===== config.mk =====
export PLATFORM = sky130hd
export DESIGN_NAME = cdb_arbiter
export DESIGN_NICKNAME = d
export VERILOG_FILES = /design/src/rtl/cdb_arbiter.sv
export SDC_FILE = /design/constraint.sdc
export NUM_CORES = 1
export LEC_CHECK = 0
export ABC_AREA = 1
export BUFFER_PORTS_ARGS = -buffer_cell sky130_fd_sc_hd__buf_2
export CORE_MARGIN = 2
export CORE_UTILIZATION = 40
export CTS_CLUSTER_SIZE = 28
export DETAILED_ROUTE_END_ITERATION = 10
export MAX_ROUTING_LAYER = met4
export PLACE_DENSITY = 0.74
export SETUP_SLACK_MARGIN = 0.1
export SYNTH_ARGS = -nofsm -noshare
export SYNTH_HDL_FRONTEND = slang
export SYNTH_SLANG_ARGS = --single-unit

===== constraint.sdc =====
create_clock -name clk -period 5.1 [get_ports clk]
set_input_delay 0.255 -clock clk [delete_from_list [all_inputs] [get_ports clk]]
set_output_delay 0.255 -clock clk [all_outputs]
set_load 0.005 [all_outputs]

===== src/rtl/cdb_arbiter.sv =====
// cdb_arbiter: per-requester holding buffers feeding a single CDB writeback
// port through a round-robin arbiter. The buffers allow a granted requester
// to refill in the same cycle, so the port sustains one beat per cycle.
module cdb_arbiter #(
    parameter int NREQ   = 3,
    parameter int DATA_W = 32,
    parameter int PREG_W = 7
) (
    input  logic                   clk,
    input  logic                   reset,
    input  logic [NREQ-1:0]        req_valid,
    output logic [NREQ-1:0]        req_ready,
    input  logic [NREQ*PREG_W-1:0] req_preg,
    input  logic [NREQ*DATA_W-1:0] req_data,
    input  logic                   flush,
    output logic                   wb_valid,
    output logic [PREG_W-1:0]      wb_preg,
    output logic [DATA_W-1:0]      wb_data,
    output logic [1:0]             wb_src,
    output logic [15:0]            conflict_cnt
);

    localparam int IDX_W = (NREQ > 1) ? $clog2(NREQ) : 1;

    logic [NREQ-1:0]   r_buf_valid;
    logic [PREG_W-1:0] r_buf_preg [NREQ];
    logic [DATA_W-1:0] r_buf_data [NREQ];
    logic [IDX_W-1:0]  r_rr_ptr;
    logic              r_wb_valid;
    logic [PREG_W-1:0] r_wb_preg;
    logic [DATA_W-1:0] r_wb_data;
    logic [1:0]        r_wb_src;
    logic [15:0]       r_conflict_cnt;

    logic [NREQ-1:0]   w_grant;
    logic [NREQ-1:0]   w_load;
    logic [IDX_W-1:0]  w_grant_idx;
    logic [IDX_W-1:0]  w_rr_next;
    logic              w_any;
    logic              w_fire;
    logic              w_multi;

    // Round-robin search over occupied buffers, starting at the pointer
    always_comb begin : grant_search
        int unsigned cand;
        w_grant     = '0;
        w_grant_idx = '0;
        w_any       = 1'b0;
        cand        = 0;
        for (int unsigned k = 0; k < NREQ; k++) begin
            cand = (32'(r_rr_ptr) + k) % NREQ;
            if (!w_any && r_buf_valid[IDX_W'(cand)]) begin
                w_any                      = 1'b1;
                w_grant_idx                = IDX_W'(cand);
                w_grant[IDX_W'(cand)]      = 1'b1;
            end
        end
    end

    // A flush cycle produces no beat and leaves the pointer alone
    assign w_fire    = w_any & ~flush;
    // x & (x-1) is non-zero exactly when two or more buffers are occupied
    assign w_multi   = |(r_buf_valid & (r_buf_valid - NREQ'(1)));
    assign w_rr_next = (w_grant_idx == IDX_W'(NREQ - 1)) ? '0 : w_grant_idx + 1'b1;

    assign req_ready = flush ? '1 : (~r_buf_valid | w_grant);
    assign w_load    = req_valid & req_ready & {NREQ{~flush}};

    // Buffer occupancy: load wins over the grant's release (pass-through refill)
    always_ff @(posedge clk or negedge reset) begin
        if (!reset) begin
            r_buf_valid <= '0;
        end else if (flush) begin
            r_buf_valid <= '0;
        end else begin
            r_buf_valid <= w_load | (r_buf_valid & ~w_grant);
        end
    end

    // Buffer payload capture; only meaningful while the matching valid is set
    always_ff @(posedge clk) begin
        for (int unsigned i = 0; i < NREQ; i++) begin
            if (w_load[i]) begin
                r_buf_preg[i] <= req_preg[i*PREG_W +: PREG_W];
                r_buf_data[i] <= req_data[i*DATA_W +: DATA_W];
            end
        end
    end

    // Registered writeback beat and round-robin pointer update
    always_ff @(posedge clk or negedge reset) begin
        if (!reset) begin
            r_wb_valid <= 1'b0;
            r_wb_preg  <= '0;
            r_wb_data  <= '0;
            r_wb_src   <= '0;
            r_rr_ptr   <= '0;
        end else begin
            r_wb_valid <= w_fire;
            if (w_fire) begin
                r_wb_preg <= r_buf_preg[w_grant_idx];
                r_wb_data <= r_buf_data[w_grant_idx];
                r_wb_src  <= 2'(w_grant_idx);
                r_rr_ptr  <= w_rr_next;
            end
        end
    end

    // Saturating count of cycles with more than one occupied buffer
    always_ff @(posedge clk or negedge reset) begin
        if (!reset) begin
            r_conflict_cnt <= '0;
        end else if (!flush && w_multi && (r_conflict_cnt != '1)) begin
            r_conflict_cnt <= r_conflict_cnt + 16'd1;
        end
    end

    assign wb_valid     = r_wb_valid;
    assign wb_preg      = r_wb_preg;
    assign wb_data      = r_wb_data;
    assign wb_src       = r_wb_src;
    assign conflict_cnt = r_conflict_cnt;

endmodule


# Word-level counts from Yosys, hierarchy flattened
# Memory sizes are Yosys's and may differ from the RTL's. A register that Yosys moved wholly into a read port is not among the register bits.
# Index checks and enable logic that the tools add are counted.
[word_totals]
mem_count = 2
mem_bits_rw = 117
out_inout_bits = 61
elab_cells = 78
inputBits = 123
regBits = 24
[op_classes]
n_reduce_logical = 13
bitwise = 12
mux = 30
eq_ne = 2
magnitude_cmp = 6
n_div = 3
n_addsub = 5
[memory_table]
columns = ["name", "words", "word_bits", "rd", "rd_clocked_by_memory_dff", "wr", "line", "text"]
rows = [
  ["r_buf_data", 3, 32, 1, 1, 3, "27", "logic [DATA_W-1:0] r_buf_data [NREQ];"],
  ["r_buf_preg", 3, 7, 1, 1, 3, "26", "logic [PREG_W-1:0] r_buf_preg [NREQ];"],
]
[op_table]
columns = ["cell", "n"]
rows = [
  ["remainder unit 32 x 2 -> 32 bit, second input constant", 2],
  ["remainder unit 2 x 2 -> 32 bit, second input constant", 1],
  ["adder 16 x 1 -> 16 bit, second input constant", 1],
  ["inequality test 16 bit, second input constant", 1],
  ["2-to-1 mux 1 bit", 15],
  ["2-to-1 mux 3 bit", 5],
  ["AND 3 bit", 4],
  ["OR 3 bit", 4],
  ["< comparator 2 x 3 -> 1 bit, second input constant", 3],
  ["2-to-1 mux 2 bit", 4],
  ["logical AND 1 bit", 7],
  ["binary-select mux 1 bit (select 2 bit)", 3],
  ["demux 1 bit (select 2 bit)", 3],
  [">= comparator 2 x 1 -> 1 bit, second input constant", 3],
  ["NOT 3 bit", 2],
  ["zero test 1 bit", 5],
  ["adder 2 x 1 -> 3 bit, second input constant", 1],
  ["adder 2 x 2 -> 3 bit, second input constant", 1],
  ["OR reduction 3 bit", 1],
  ["subtractor 3 x 1 -> 3 bit, second input constant", 1],
  ["adder 2 x 1 -> 2 bit, second input constant", 1],
  ["equality test 2 bit, second input constant", 1],
  ["AND 1 bit", 1],
  ["NOT 1 bit", 1],
]

# Longest topological paths before layout
[logic_depth]
ltp_word = 16
depth_mapped = 15
ltp_nobuf = 14

# Worst setup path before layout
# OpenSTA, ideal clock, no wires.
[synth_path]
path_kind = "reg2reg"
from = "reg r_rr_ptr[0]"
to = "mem r_buf_data[2][0] (enable)"
path_stages_with_launch = 10
arrival_time_ns = 3.419
path_buffers = 0
path_slack_ns = 1.222
period_less_slack_ns = 3.878
setup_ns = 0.459
required_time_ns = 4.641
path_cell_list = "dfrtp_1 > inv_1 > ha_1 > inv_1 > nand3_1 > nand2_1 > nand3_2 > nor2_1 > nor2_1 > a31oi_1"
[synth_lines]
columns = ["element", "line", "text"]
rows = [
  ["start: declaration", "28", "logic [IDX_W-1:0] r_rr_ptr;"],
  ["start signal: assignment", "104", "r_rr_ptr <= w_rr_next;"],
  ["end: declaration", "27", ""],
]

# Final worst setup path
[layout_path]
from = "reg r_rr_ptr[0]"
to = "reg r_wb_preg[5], in the netlist wb_preg[5], read port of r_buf_preg"
[layout_via]
elab_chain_len = 11
word_cells_on_any_way = 22
classes_between = "add/sub (2); div (3); mux (12); bitwise (1); reduce/logical (4)"
[layout_lines]
columns = ["element", "line", "text"]
rows = [
  ["parallel branches: the longest is 11 deep, another holds remainder unit 32 x 2 -> 32 bit", "n/a", ""],
  ["end: declaration", "30", "logic [PREG_W-1:0] r_wb_preg;"],
]
# Parallel ways; which one is timed is not known. The select of a mux whose other input is x is not followed.
# A chain may end at the register's enable or synchronous reset.

==> metrics.sh <==
DIE-WIDTH_UM=139
DETAIL_ROUTE.WIRELENGTH_UM=19200
ANTENNA_FOUND_INITIAL=0
INITIALDRTVIOLATIONCOUNT=371
REMAINING_DRC_ERRORS=0
CTS-ROOT-TO-SINK-BUFFERS=2
HOLD_VIOL_FINAL=0
TYPE_OF_THE_WORST_SETUP_PATH='reg2reg'
LEAKAGEPOWER_nW=4.41
SLEW_HEADROOM_PCT=24.4
MAXSLEWVIOLCOUNT=0
P_SEQ_SHARE_PCT=35.8
GRT_USAGE_PCT=20.6
PLACED_CELL_AREA_MM2=0.00848
INTERNAL-POWER_mW=3.42
WORST_EP_REQUIRED_TIME_NS=5.42
MAXCAPVIOLATIONS=0
INITIAL_UTILIZATION_PCT=40.8
PLACEMENT.IO_BUFFERS=183
P_COMB_SHARE_PCT=40.7
FINAL_CELL_MIX='182 x sky130_fd_sc_hd__buf_2, 129 x sky130_fd_sc_hd__nand2_1, 117 x sky130_fd_sc_hd__edfxtp_1'
STATUS='finished clean'
SYNTH-EDFF-COUNT=117
SYNTH_FLOP_CELL='sky130_fd_sc_hd__edfxtp_1'
CTS_RESIZED=0
SYNTH_SEQUENTIAL_AREA_RATIO_PCT=69.5
SYNTH_SEQ_CELLS=180
PLACE.DETAILED.HPWL_UM=11600
ANT_NETS=0
NUMCTSBUFFERS=17
AREA_GROWTH_FROM_SYNTHESIS_TO_LAYOUT_PCT=37.4
WORST-PATH-MAX-FANOUT=50
AVGSYNTHCELLAREA_UM2=11.4
POST_CTS_BUFFERS=0
LAYOUT_WORST_PATH_CYCLE_SHARE_PCT=65.6
SYNTH_COMPOUND_AREA_SHARE_PCT=2.60
SWITCHING_SHARE_PCT=39.6
TOP_PORTS=184
POSTSYNTHNETCOUNT=768
DESIGN.CORE.AREA_MM2=0.0180
FIRST_GLOBAL_VIAS=5973
SETUP.WORST_PATH.END_CLASS='flop'
TOTAL_POWER_AFTER_LAYOUT_mW=5.67
WORST_IR_DROP_VDD_uV=327
YOSYSUNIQUECELLTYPES=33
SYNTHMUXAREASHARE_PCT=0
MOSTFREQUENTLAYOUTCELL='sky130_fd_sc_hd__buf_2'
SLEW_OF_THE_PIN_WITH_THE_LOWEST_SLEW_MARGIN_NS=1.13
TIMING.CLOCK.SKEW_NS=0.0123
WORSTSKEWPAIRLATENCY_NS=0.43
NUMPLACEDINSTANCES=1035
ASYNC_RESET_FF_SHARE_PCT=35.0
CTS.SINK_COUNT=180
OVERFLOW=0
POST_SYNTH_ADDER_CELL_AREA_PCT=0.854
SETUP_WS_NS=1.75
HOLD_PATH_CLASS='in2reg'
SYNTH_WARNINGS=0
AVGROUTEDWIREPERCELL_UM=16.4
DESIGN.DIE.AREA_MM2=0.0194
CLOCK_TREE.ROOT_CELL='sky130_fd_sc_hd__clkbuf_16'
REPORT.FINAL.SETUP_VIOL=0
NETLIST_AREA_MM2=0.00732
TIMING.CRITICAL_PATH.FROM_TYPE='flop'
MIN_PERIOD_NS=3.35
ROUTED-VIA-COUNT=5753
POST_SYNTHESIS_SIMPLE_GATE_AREA_FRACTION_PCT=21.6
GP_CONGESTION=1.01
FINAL.SETUP.TNS_NS=0
MAX_FREQ_GHz=0.299
NNETSFINAL=1050
CTS_MAX_LEVEL=4
FLOORPLAN.DIE.HEIGHT_UM=139
CLOCK_POWER_SHARE_PCT=23.4
GRT_MAX_DEGREE=64
CLK_PIN_SLEW_NS=0.07
FINAL_CELL_AREA_MM2=0.0101
POST_SYNTH_XOR_AREA_FRACTION_PCT=1.67
DATA_ARRIVAL_AT_THE_ENDPOINT_OF_THE_CRITICAL_PATH_NS=3.66
DETAILEDROUTE.FIRSTPASSITERATIONCOUNT=8
POWER_DENSITY_CELLS_mW_PER_MM2=564
PLACEMENT_ROWS=49
LAYOUT-DRIVE-GT1-SHARE_PCT=28.6
GRT_FIRST_PASS_WIRELENGTH_UM=29900
CTS_TREE='built'
LAYOUT.FILLER_CELLS=1463
SYNTH_TOP_FAMILY_BY_AREA='simple AND/OR/NAND/NOR gates'
SYNTHESIS.INSTANCES=640
P_SWITCHING_mW=2.25
PLACEMENT.SETUP.WORST_SLACK_NS=1.76
RSZ_0062_RAISED_AFTER_GLOBAL_ROUTING='no'
VIA_PER_INST=4.94
POST_LAYOUT_NONFILLER_INSTANCES=1165
## path summary, 6_finish.rpt
check                             startpoint               end  slack, ns  depth (start not counted)
min reg2reg                r_buf_data[0][13]       wb_data[13]       0.46                          2
min                             req_preg[15]  r_buf_preg[2][1]       0.02                          1
max reg2reg                      r_rr_ptr[0]        wb_preg[5]       1.75                         13
max                              r_rr_ptr[0]        wb_preg[5]       1.75                         13
min in group asynchronous              reset   conflict_cnt[3]       0.48                          2
max in group asynchronous              reset        wb_data[1]       4.04                          2
## registers in the layout (all words and copies together), names as in the netlist, 2 cells and up
| name | cells |
|---|---|
| wb_preg | 7 |
| r_rr_ptr | 2 |
| wb_src | 2 |
| conflict_cnt | 16 |
| wb_data | 32 |
| r_buf_valid | 3 |
| r_buf_preg | 21 |
| r_buf_data | 96 |
## cells in the mapped netlist (2+ instances only)
master                     instances  share of area, %
sky130_fd_sc_hd__dfrtp_1          63                22
sky130_fd_sc_hd__o21ai_0           7              0.48
sky130_fd_sc_hd__nand2_4           3              0.46
sky130_fd_sc_hd__ha_1              5              0.85
sky130_fd_sc_hd__or2_2            32               2.7
sky130_fd_sc_hd__nand4_1           3              0.26
sky130_fd_sc_hd__xnor2_1           4              0.48
sky130_fd_sc_hd__nand3_2           3              0.41
sky130_fd_sc_hd__edfxtp_1        117                48
sky130_fd_sc_hd__nand3_1         101               6.9
sky130_fd_sc_hd__nor2_2            2              0.17
sky130_fd_sc_hd__xor2_1           10               1.2
sky130_fd_sc_hd__buf_4             2              0.20
sky130_fd_sc_hd__clkbuf_1          6              0.31
sky130_fd_sc_hd__nor3_1            7              0.48
sky130_fd_sc_hd__a21oi_1          22               1.5
sky130_fd_sc_hd__inv_1            44               2.3
sky130_fd_sc_hd__nor2_1           55               2.8
sky130_fd_sc_hd__buf_2            11              0.75
sky130_fd_sc_hd__inv_2             2              0.10
sky130_fd_sc_hd__nand2_1         129               6.6
## worst max-delay path: stages (launching register included)
cell and delay (ns):
sky130_fd_sc_hd__dfrtp_1 0.37, sky130_fd_sc_hd__inv_1 0.08, sky130_fd_sc_hd__ha_1 0.39, sky130_fd_sc_hd__inv_1 0.16
sky130_fd_sc_hd__nand3_1 0.11, sky130_fd_sc_hd__nand2_1 0.10, sky130_fd_sc_hd__nand3_1 0.15, sky130_fd_sc_hd__nand2_4 0.27
sky130_fd_sc_hd__inv_2 0.71, sky130_fd_sc_hd__nand3_2 0.50, sky130_fd_sc_hd__nand2_1 0.17, sky130_fd_sc_hd__nand3_1 0.09
sky130_fd_sc_hd__nand2_1 0.06, sky130_fd_sc_hd__inv_1 0.04
## final cells by class
cell class	instances	area, µm²	share of cell area, %
inverter	46	173	1.72
tap	229	287	2.85
clock inverter	14	174	1.73
multi-input combinational	394	1990	19.8
antenna	1	2.50	0.0249
sequential	180	5090	50.6
clock buffer	18	429	4.27
timing repair buffer	283	1910	19.0
## metal layers
layer,GRT usage [%],part of all wire (%),vias to the layer above
met2,35.2,52,267
li1,-,-,2727
met5,-,0,-
met3,4.68,7.2,46
met1,23.2,38,2713
met4,9.14,3.1,0
## cell families after synthesis
family	Yosys count
simple gates	340
flops	180
compound gates	35
buf+inv	66
xor+xnor	14
fa+ha+maj	5
## repair_timing
action	in CTS	in global routing
hold buffers	94	3
hold endpoints to repair	156	3
setup endpoints to repair	0	0
## through the flow
step / hold WS (ns) / util [%]
after floorplan: -0.0406 / -
after global placement: 0.425 / 47.2
after detailed placement: 0.433 / 47.2
after CTS: 0.000324 / 55.8
after global routing: 0.0000247 / 56.0
final: 0.0177 / 56.0
## power by group through the flow
stage | Sequential [mW] | Clock [mW] | Combinational (mW)
2_1_floorplan | 2.05 | 0 | 1.54
3_3_place_gp | 2.06 | 0 | 2.18
3_5_place_dp | 2.06 | 0 | 2.24
4_1_cts | 2.04 | 1.35 | 2.30
5_1_grt | 2.06 | 1.41 | 2.60
6_report | 2.03 | 1.33 | 2.31
Note: power is estimated with default switching activity, not from simulation.
